**config.mk**
```make
export PLATFORM = sky130hd
export DESIGN_NAME = xclk_bus_tx
export DESIGN_NICKNAME = d
export VERILOG_FILES = /design/src/rtl/xclk_bus_tx.sv
export SDC_FILE = /design/constraint.sdc
export NUM_CORES = 1
export LEC_CHECK = 0
export CAP_MARGIN = 10
export CORE_ASPECT_RATIO = 0.6
export CORE_UTILIZATION = 54
export CTS_CLUSTER_SIZE = 8
export DETAILED_ROUTE_END_ITERATION = 6
export GPL_TIMING_DRIVEN = 0
export PLACE_DENSITY = 0.83
export SLEW_MARGIN = 20
export SYNTH_ARGS = -nofsm -noshare
export SYNTH_HDL_FRONTEND = slang
export SYNTH_SLANG_ARGS = --single-unit
```
**constraint.sdc**
```tcl
create_clock -name clk_i -period 5.7 [get_ports clk_i]
set_clock_uncertainty 0.1 [all_clocks]
set_input_delay 0.57 -clock clk_i [delete_from_list [all_inputs] [get_ports clk_i]]
set_output_delay 0.57 -clock clk_i [all_outputs]
set_load 0.01 [all_outputs]
```
**src/rtl/xclk_bus_tx.sv**
```systemverilog
// Source half of a toggle-handshake bus synchronizer: holds a word on the
// crossing bus, flags it with a request toggle, and waits for the ack toggle.
module xclk_bus_tx #(
    parameter int WIDTH       = 10,
    parameter int SYNC_STAGES = 2,
    parameter int ACK_TIMEOUT = 1024
) (
    input  logic             clk_i,
    input  logic             rst_i,
    input  logic [WIDTH-1:0] data_i,
    input  logic             valid_i,
    output logic             ready_o,
    output logic [WIDTH-1:0] xdata_o,
    output logic             xreq_o,
    input  logic             xack_i,
    output logic             done_o,
    output logic             err_o
);

    localparam int CW = (ACK_TIMEOUT > 0) ? $clog2(ACK_TIMEOUT + 1) : 1;
    localparam logic [CW-1:0] TO_MAX = CW'(ACK_TIMEOUT);
    localparam bit TO_EN = (ACK_TIMEOUT > 0);

    typedef enum logic {
        IDLE,
        WAIT_ACK
    } state_t;

    state_t                 state_q, state_d;
    logic [WIDTH-1:0]       data_q, data_d;
    logic                   req_q, req_d;
    logic [SYNC_STAGES-1:0] sync_q, sync_d;
    logic [CW-1:0]          cnt_q, cnt_d;
    logic                   done_q, done_d;
    logic                   err_q, err_d;
    logic                   ack_s;

    assign ack_s = sync_q[SYNC_STAGES-1];

    always_ff @(posedge clk_i or posedge rst_i) begin
        if (rst_i) begin
            state_q <= IDLE;
            data_q  <= '0;
            req_q   <= 1'b0;
            sync_q  <= '0;
            cnt_q   <= '0;
            done_q  <= 1'b0;
            err_q   <= 1'b0;
        end else begin
            state_q <= state_d;
            data_q  <= data_d;
            req_q   <= req_d;
            sync_q  <= sync_d;
            cnt_q   <= cnt_d;
            done_q  <= done_d;
            err_q   <= err_d;
        end
    end

    always_comb begin
        state_d = state_q;
        data_d  = data_q;
        req_d   = req_q;
        cnt_d   = cnt_q;
        done_d  = 1'b0;
        err_d   = err_q;
        sync_d  = {sync_q[SYNC_STAGES-2:0], xack_i};

        unique case (state_q)
            IDLE: begin
                // An unsolicited ack here is a protocol violation; ignore it.
                if (valid_i) begin
                    data_d  = data_i;
                    req_d   = ~req_q;
                    cnt_d   = '0;
                    state_d = WAIT_ACK;
                end
            end
            WAIT_ACK: begin
                if (cnt_q != TO_MAX) begin
                    cnt_d = cnt_q + CW'(1);
                end
                // Timeout only flags; the transfer keeps waiting for its ack.
                if (TO_EN && (cnt_d == TO_MAX)) begin
                    err_d = 1'b1;
                end
                if (ack_s == req_q) begin
                    state_d = IDLE;
                    done_d  = 1'b1;
                end
            end
        endcase
    end

    assign ready_o = (state_q == IDLE);
    assign xdata_o = data_q;
    assign xreq_o  = req_q;
    assign done_o  = done_q;
    assign err_o   = err_q;

endmodule

```
# --- Yosys cells after proc, flatten, opt, wreduce, memory -nomap -nowiden ---
# Cells that the tools add are included.
classes:
  n_eq_ne: 4
  n_mux: 9
  n_addsub: 1
  n_reduce_logical: 2
  bitwise: 2
ops:
  columns: ["operator", "count"]
  rows:
  - ["$mux 11", 3]
  - ["$pmux 11 s2", 1]
  - ["$add 11x1->11 const B", 1]
  - ["$eq 11x11->1 const B", 1]
  - ["$ne 11x11->1 const B", 1]
  - ["$mux 1", 4]
  - ["$reduce_and 2->1", 2]
  - ["$ne 2x2->1 const B", 1]
  - ["$not 1->1", 2]
  - ["$pmux 1 s2", 1]
  - ["$eq 1x1->1", 1]
word_totals:
  input_bits: 14
  output_inout_bits: 14
  reg_bits: 27
  wordCells: 25

# --- Longest topological paths before layout ---
# Gate-level depths: netlist (run 1).
logic_depth:
  depth_word: 5
  mapped_depth: 7
  mapped_depth_nobuf: 7

# --- Least setup slack after synthesis (run 1) ---
# Ideal clock, no wire load.
synth_timing:
  path_kind: "register to register"
  startpoint: "register cnt_q[0]"
  endpoint: "register err_q (netlist: err_o)"
  synth_period_minus_slack_ns: 1.820
  t_arrival_ns: 1.617
  path_buffers: 0
  stages_incl_launch_ff: 7
  path_slack_ns: 3.880
  setup_ns: 0.104
  required_time_ns: 5.496
  cell_sequence: "dfrtp_1 > ha_1 > nand3_1 > o21ai_0 > nor4b_2 > nor3_1 > o41ai_2"
synth_via:
  elab_chain_cells: 5
  elab_cells_between_ends: 6
  classes_between: "add/sub: 1; eq/ne: 2; mux: 2; reduce/logical: 1"
synth_rtl:
  columns: ["element", "line", "rtl"]
  rows:
  - ["start, declared", "33", "logic [CW-1:0] cnt_q, cnt_d;"]
  - ["start signal, assigned", "54", "cnt_q <= cnt_d;"]
  - ["$add 11x1->11 / $ne 11x11->1 (equally long branches)", "81, 80", null]
  - ["$mux 11 *", "80", "if (cnt_q != TO_MAX) begin"]
  - ["$mux 11 *", "69", "unique case (state_q)"]
  - ["$eq 11x11->1 *", "84", "if (TO_EN && (cnt_d == TO_MAX)) begin"]
  - ["$reduce_and 2->1 (no source line) *", null, null]
  - ["end signal, assigned", "56", "err_q <= err_d;"]
  - ["end, declared", "35", "logic err_q, err_d;"]
# Mark *: on every way between the ends. The rest lies on a longest branch, timed or not. The select of a mux whose other input is x is not followed.
# A chain may end at the register's enable or synchronous reset.

# --- Final worst setup path (run 1) ---
layout_timing:
  startpoint: "register state_q"
  endpoint: "output ready_o"
layout_via:
  elab_chain_cells: 1
layout_rtl:
  columns: ["element", "line", "rtl"]
  rows:
  - ["start, declared", "29", "state_t state_q, state_d;"]
  - ["start signal, assigned", "50", "state_q <= state_d;"]
  - ["$not 1->1", null, null]
  - ["end, declared", "12", "output logic ready_o,"]
# No other way between the ends.

==> results of run 1 <==
==> critical path: cells and delay by family (launching register included) <==
family	cells	cell delay, ns
buf+inv	4	1.36
flops	1	0.36
==> cells in the mapped netlist (2+ instances only) <==
library cell,instances,area share
dfrtp_1,27,0.49
nand2_1,18,0.049
mux2_2,10,0.082
nor2_1,9,0.025
o22ai_1,7,0.032
xor2_1,7,0.045
nand3_1,5,0.018
xnor2_1,5,0.032
buf_2,4,0.015
inv_1,4,0.011
nor3_1,4,0.015
clkbuf_1,3,0.0082
o21ai_0,3,0.011
buf_1,2,0.0055
ha_1,2,0.018
nand4_1,2,0.0092
nor2b_1,2,0.0092
o31ai_1,2,0.011
==> layer usage <==
metal	up-vias	share of wire
li1	520	-
met1	503	0.46
met2	47	0.45
met3	8	0.060
met4	0	0.024
met5	-	0
==> layout by cell type (no fill, tap or decap), drive strengths merged, types with 3 or more instances in the layout <==
cell type       n
xnor2           5
clkbuf          6
o21ai           3
dfrtp          27
nand3           6
inv             3
o22ai           7
clkdlybuf4s50  27
xor2            7
buf             6
nand2          18
nor2            9
mux2           10
nor3            4
clkinv          3
==> cells by family (layout without fill, tap and decap cells) <==
kind of cell,Yosys count,after routing
compound gates,17,17
xor+xnor,12,12
fa+ha+maj,2,2
buf+inv,14,45
flops,27,27
mux,11,11
simple gates,49,49
==> path summary, 6_finish.rpt <==
path | startpoint | endpoint | slack [ns]
worst max-delay path | state_q | ready_o | 3.02
worst min-delay path | sync_q[0] | sync_q[1] | 0.26
worst max register to register | cnt_q[3] | err_o | 3.43
worst min register to register | sync_q[0] | sync_q[1] | 0.26
max in group asynchronous | rst_i | state_q | 4.46
min in group asynchronous | rst_i | xdata_o[4] | 0.60
==> stage by stage <==
step                setup WS, ns  total power (uW)   util
floorplan                   3.88               474      -
global placement            3.36               608  0.735
detailed placement          3.32               626  0.735
CTS                         3.05               735  0.755
global route                2.90               781  0.755
finish                      3.02               732  0.755
==> power breakdown <==
part / total, uW / switching [uW] / internal [uW] / leakage, uW
logic: 334 / 158 / 176 / 0.000311
registers: 288 / 35.7 / 252 / 0.000340
clock network: 109 / 60.4 / 49.1 / 0.0000255
==> state kept, by name (all words and copies together) (netlist names) <==
register / count
done_o: 1
sync_q: 2
state_q: 1
xdata_o: 10
cnt_q: 11
xreq_o: 1
err_o: 1
==> final cells by class <==
type	instances	area [um2]	share of cell area
inverter	5	18.8	0.0109
multi-input combinational	91	633	0.368
clock buffer	3	41.3	0.0240
buffer	9	38.8	0.0225
clock inverter	1	5.00	0.00291
sequential	27	676	0.393
timing repair buffer	27	270	0.157
tap	30	37.5	0.0218
==> metrics.md, run 1 <==
| Metric | Value |
|---|---|
| Critical path's slowest cell | clkdlybuf4s50_1 |
| Number of routed nets with antenna violations | 0 |
| DIE AREA | 0.00274 mm2 |
| Fmax | 0.374 GHz |
| Hold Path Class | reg -> reg |
| CP endpoint kind | output pin |
| Max VDD drop | 0.000273 V |
| Yosys warning count | 0 |
| Die Wd | 66.9 um |
| CTS max path bufs | 2 |
| Core area | 0.00228 mm2 |
| Vias in the first global route | 939 |
| P per Cell Area | 425 mW/mm2 |
| Initial drt markers | 69 |
| WP data required | 5.03 ns |
| Gpl congestion | 0.923 |
| Fin Setup TNS | 0 ns |
| Share of cells above drive strength 1 | 0.141 |
| Mapped Nets | 148 |
| Main combinational cell family by area after synthesis | simple AND/OR/NAND/NOR gates |
| Netlist cell types | 34 |
| Vias/cell | 5.59 |
| Area grow syn2layout | 25.9% |
| Final min period | 2.68 ns |
| Layout fillers | 155 |
| Hold Buf Count CTS | 0 |
| # IOs | 28 |
| Syn Area/Cell | 10.4 um2 |
| All-Layer GR Usage | 0.245 |
| DR pass1 iterations | 4 |
| Multiplexer share of the synthesized area | 0.0897 |
| Unrepaired setup endpoints after global routing | false |
| Mapped Cells | 132 |
| M2 GR Usage | 0.399 |
| Post-CTS Setup Inserts | 0 |
| Crit-path max FO | 10 |
| GRT met1 Usage | 0.316 |
| Clock root buffer | clkbuf_8 |
| Hold violation total from the final report | 0 |
| Total CTS buffers | 3 |
| Total of max-cap violations | 0 |
| Reg2reg path depth | 6 |
| Row count | 13 |
| Slew Viols, Final | 0 |
| ANT cells | 0 |
| H-tree levels | 1 |
| Synth Area in Compound Gates | 0.0870 |
| Post-synthesis adder-cell area fraction | 0.0183 |
| DP Wirelength | 2130 um |
| DR WL/cell | 15.5 um |
| Setup crit start kind | flop |
| Hold_ws | 0.263 ns |
| Outcome | finished, final reports clean |
| Nets | 180 |
| Post-CTS sizing | 0 |
| Placed cell areas | 0.00167 mm2 |
| # DRC | 0 |
| Simple-gate portion of the synthesized area | 0.191 |
| Xor-xnor portion of the synthesized cell area | 0.0769 |
| CTS tree | done |
| Placed cells | 189 |
| Leakage | 0.000677 uW |
| Grt peak-use layer | met2 |
| Number of port buffers | 27 |
| Starting Density | 0.600 |
| FFs w/ async S/R, synth | 1.00 |
| Setup violators final | 0 |
| Max-slew headroom | 0.344 |
| First-pass GRT wire length | 4550 um |
| Slowest cell delay on critical path | 0.62 ns |
| Vias after detailed routing | 1078 |
| Finished Cell Area | 0.00172 mm2 |
| Number of synthesized flops with an enable pin | 0 |
| Post-Route WL | 2990 um |
| Critical-path cell list | buf_2, clkinv_1, buf_1, clkdlybuf4s50_1 |
| Sequential-to-total area share from yosys stat | 0.495 |
| Reg clk slew, reported paths | 0.09 ns |
| Clk sinks | 27 |
| #FFs+latches synth | 27 |
| Critical path class | reg -> out |
| Non-filler instance count after layout | 193 |
| Post-synth top flop | dfrtp_1 |
| GRT overflow | 0 |
| Largest net degree at the start of global routing | 28 |
| Hold Path Depth | 0 |
| Worst slew pin tran | 0.978 ns |
| Mapped cell area | 0.00137 mm2 |
| Height of the die | 41.0 um |
| Crit share post-route | 0.470 |
| Worst Path Arrival | 2.01 ns |
| Initial antenna violation count | 0 |
| Worst skew pair latency | 0.28 ns |
| Met3 usage | 0.0667 |
(Power assumes the default switching activity.)
==> inputs of run 2 (changes only) <==
--- a/config.mk
+++ b/config.mk
@@ -7,11 +7,11 @@
 export LEC_CHECK = 0
 export CAP_MARGIN = 10
 export CORE_ASPECT_RATIO = 0.6
-export CORE_UTILIZATION = 54
+export CORE_UTILIZATION = 50
 export CTS_CLUSTER_SIZE = 8
 export DETAILED_ROUTE_END_ITERATION = 6
 export GPL_TIMING_DRIVEN = 0
-export PLACE_DENSITY = 0.83
+export PLACE_DENSITY = 0.78
 export SLEW_MARGIN = 20
 export SYNTH_ARGS = -nofsm -noshare
 export SYNTH_HDL_FRONTEND = slang
==> constraint.sdc (replaced) <==
create_clock -name clk_i -period 2.7 [get_ports clk_i]
set_clock_uncertainty 0.1 [all_clocks]
set_input_delay 0.27 -clock clk_i [delete_from_list [all_inputs] [get_ports clk_i]]
set_output_delay 0.27 -clock clk_i [all_outputs]
set_load 0.01 [all_outputs]
==> run 2 against run 1 <==
Count of clock-buffer cells in the layout unchanged; sequential share of layout area decreased by 0.057 points; clock power increased by 100%; die area increased by 7.7%; power increased by 110%; first-iteration DRC count unchanged; critical path type unchanged; critical endpoint unchanged; largest cell class unchanged.
==> metrics.md, run 2 (synthesis gave the netlist of run 1 again) <==
| Metric | Value |
|---|---|
| H-tree levels | 1 |
| Outcome | finished, final reports clean |
| CP endpoint kind | output pin |
| Post-Route WL | 2750 um |
| Sw frac | 0.341 |
| Clock root buffer | clkbuf_8 |
| Vias in the first global route | 986 |
| Vias/cell | 5.43 |
| Worst Path Arrival | 2.00 ns |
| # IOs | 28 |
| Worst slew pin tran | 0.921 ns |
| P per Cell Area | 888 mW/mm2 |
| Gpl congestion | 0.829 |
| Layout fillers | 199 |
| # DRC | 0 |
| Crit-path max FO | 10 |
| PnR worst setup slack | 0.328 ns |
| All-Layer GR Usage | 0.204 |
| Initial antenna violation count | 0 |
| Final min period | 2.37 ns |
| Area of all sequential standard cells | 676 um2 |
| Fin Setup TNS | 0 ns |
| Setup violators final | 0 |
| Worst skew pair latency | 0.27 ns |
| Leakage | 0.000677 uW |
| Clk sinks | 27 |
| Logic pwr share | 0.457 |
| Post-CTS sizing | 0 |
| Switch Pwr | 521 uW |
| Nets | 180 |
| Area grow syn2layout | 26.1% |
| Max-slew headroom | 0.382 |
| DIE AREA | 0.00295 mm2 |
| Row count | 14 |
| Total CTS buffers | 3 |
| GRT overflow | 0 |
| Multi-input logic area | 633 um2 |
| Setup WS pre-CTS | 0.585 ns |
| WP data required | 2.33 ns |
| Share of cells above drive strength 1 | 0.141 |
| Critical path class | reg -> out |
| First-pass GRT wire length | 4630 um |
| Clock power share | 0.143 |
| Most frequent cells in the layout | dfrtp_1 (27), clkdlybuf4s50_1 (27), nand2_1 (18) |
| DR pass1 iterations | 4 |
| Hold violation total from the final report | 0 |
| DR WL/cell | 14.1 um |
| Max VDD drop | 0.000542 V |
| CTS tree | done |
| Max reg flops | 11 |
| ANT cells | 0 |
| Hold Buf Count CTS | 0 |
| Fmax | 0.422 GHz |
| Vias after detailed routing | 1058 |
| Flop pwr share | 0.399 |
| Starting Density | 0.538 |
| Crit share post-route | 0.878 |
| Slew Viols, Final | 0 |
| Unrepaired setup endpoints after global routing | false |
| CTS max path bufs | 2 |
| Largest net degree at the start of global routing | 28 |
| Finished Core Util | 0.678 |
| Core area | 0.00254 mm2 |
| Initial drt markers | 69 |
| Reg clk slew, reported paths | 0.09 ns |
| Hold Path Class | reg -> reg |
| Die Wd | 69.5 um |
| Total of max-cap violations | 0 |
| Number of port buffers | 27 |
| DP Wirelength | 2070 um |
| Setup crit start kind | flop |
| Height of the die | 42.5 um |
| Pint | 1010 uW |
| Number of routed nets with antenna violations | 0 |
| Post-CTS Setup Inserts | 0 |
| Total power | 1530 uW |
| Biggest register | cnt_q |
==> run 2: critical path, stage by stage (launching register included) <==
cell,delay [ns]
dfrtp_1,0.36
buf_2,0.18
clkinv_1,0.19
buf_1,0.38
clkdlybuf4s50_1,0.62
==> run 2: cell type report <==
class	instances	share of cell area
inverters	5	0.0109
clock inverters	1	0.00290
multi-input cells	91	0.367
flip-flops and latches	27	0.392
repair buffers	27	0.157
clock buffers	3	0.0240
well taps	32	0.0232
plain buffers	9	0.0225
==> run 2: power groups by stage <==
stage	Combinational, uW	Clock, uW	Sequential [uW]
2_1_floorplan	351	0	650
3_3_place_gp	677	0	608
3_5_place_dp	698	0	621
4_1_cts	702	231	612
5_1_grt	751	248	630
6_report	699	219	611
==> run 2: worst paths after layout <==
path | from | to | slack [ns] | cells past startpoint
min reg2reg | sync_q[0] | sync_q[1] | 0.25 | 0
max | state_q | ready_o | 0.33 | 4
max reg2reg | cnt_q[0] | err_o | 0.52 | 6
max in group asynchronous | rst_i | cnt_q[9] | 1.78 | 2
min | sync_q[0] | sync_q[1] | 0.25 | 0
min in group asynchronous | rst_i | xdata_o[7] | 0.30 | 2
==> run 2: per-stage QoR <==
| stage | cells | instance area, um2 | hold slack (ns) |
|---|---|---|---|
| after global routing | 195 | 1720 | 0.275 |
| after detailed placement | 191 | 1680 | 0.236 |
| final | 195 | 1720 | 0.252 |
| after global placement | 191 | 1680 | 0.234 |
| after floorplan | 132 | 1370 | 0.201 |
| after CTS | 195 | 1720 | 0.258 |
==> run 2: layer usage <==
metal	global-route usage	vias up	part of all wire
met5	0	-	0
met4	0.0327	0	0.0022
met3	0.0577	2	0.053
met2	0.334	29	0.47
met1	0.276	510	0.48
li1	-	517	-
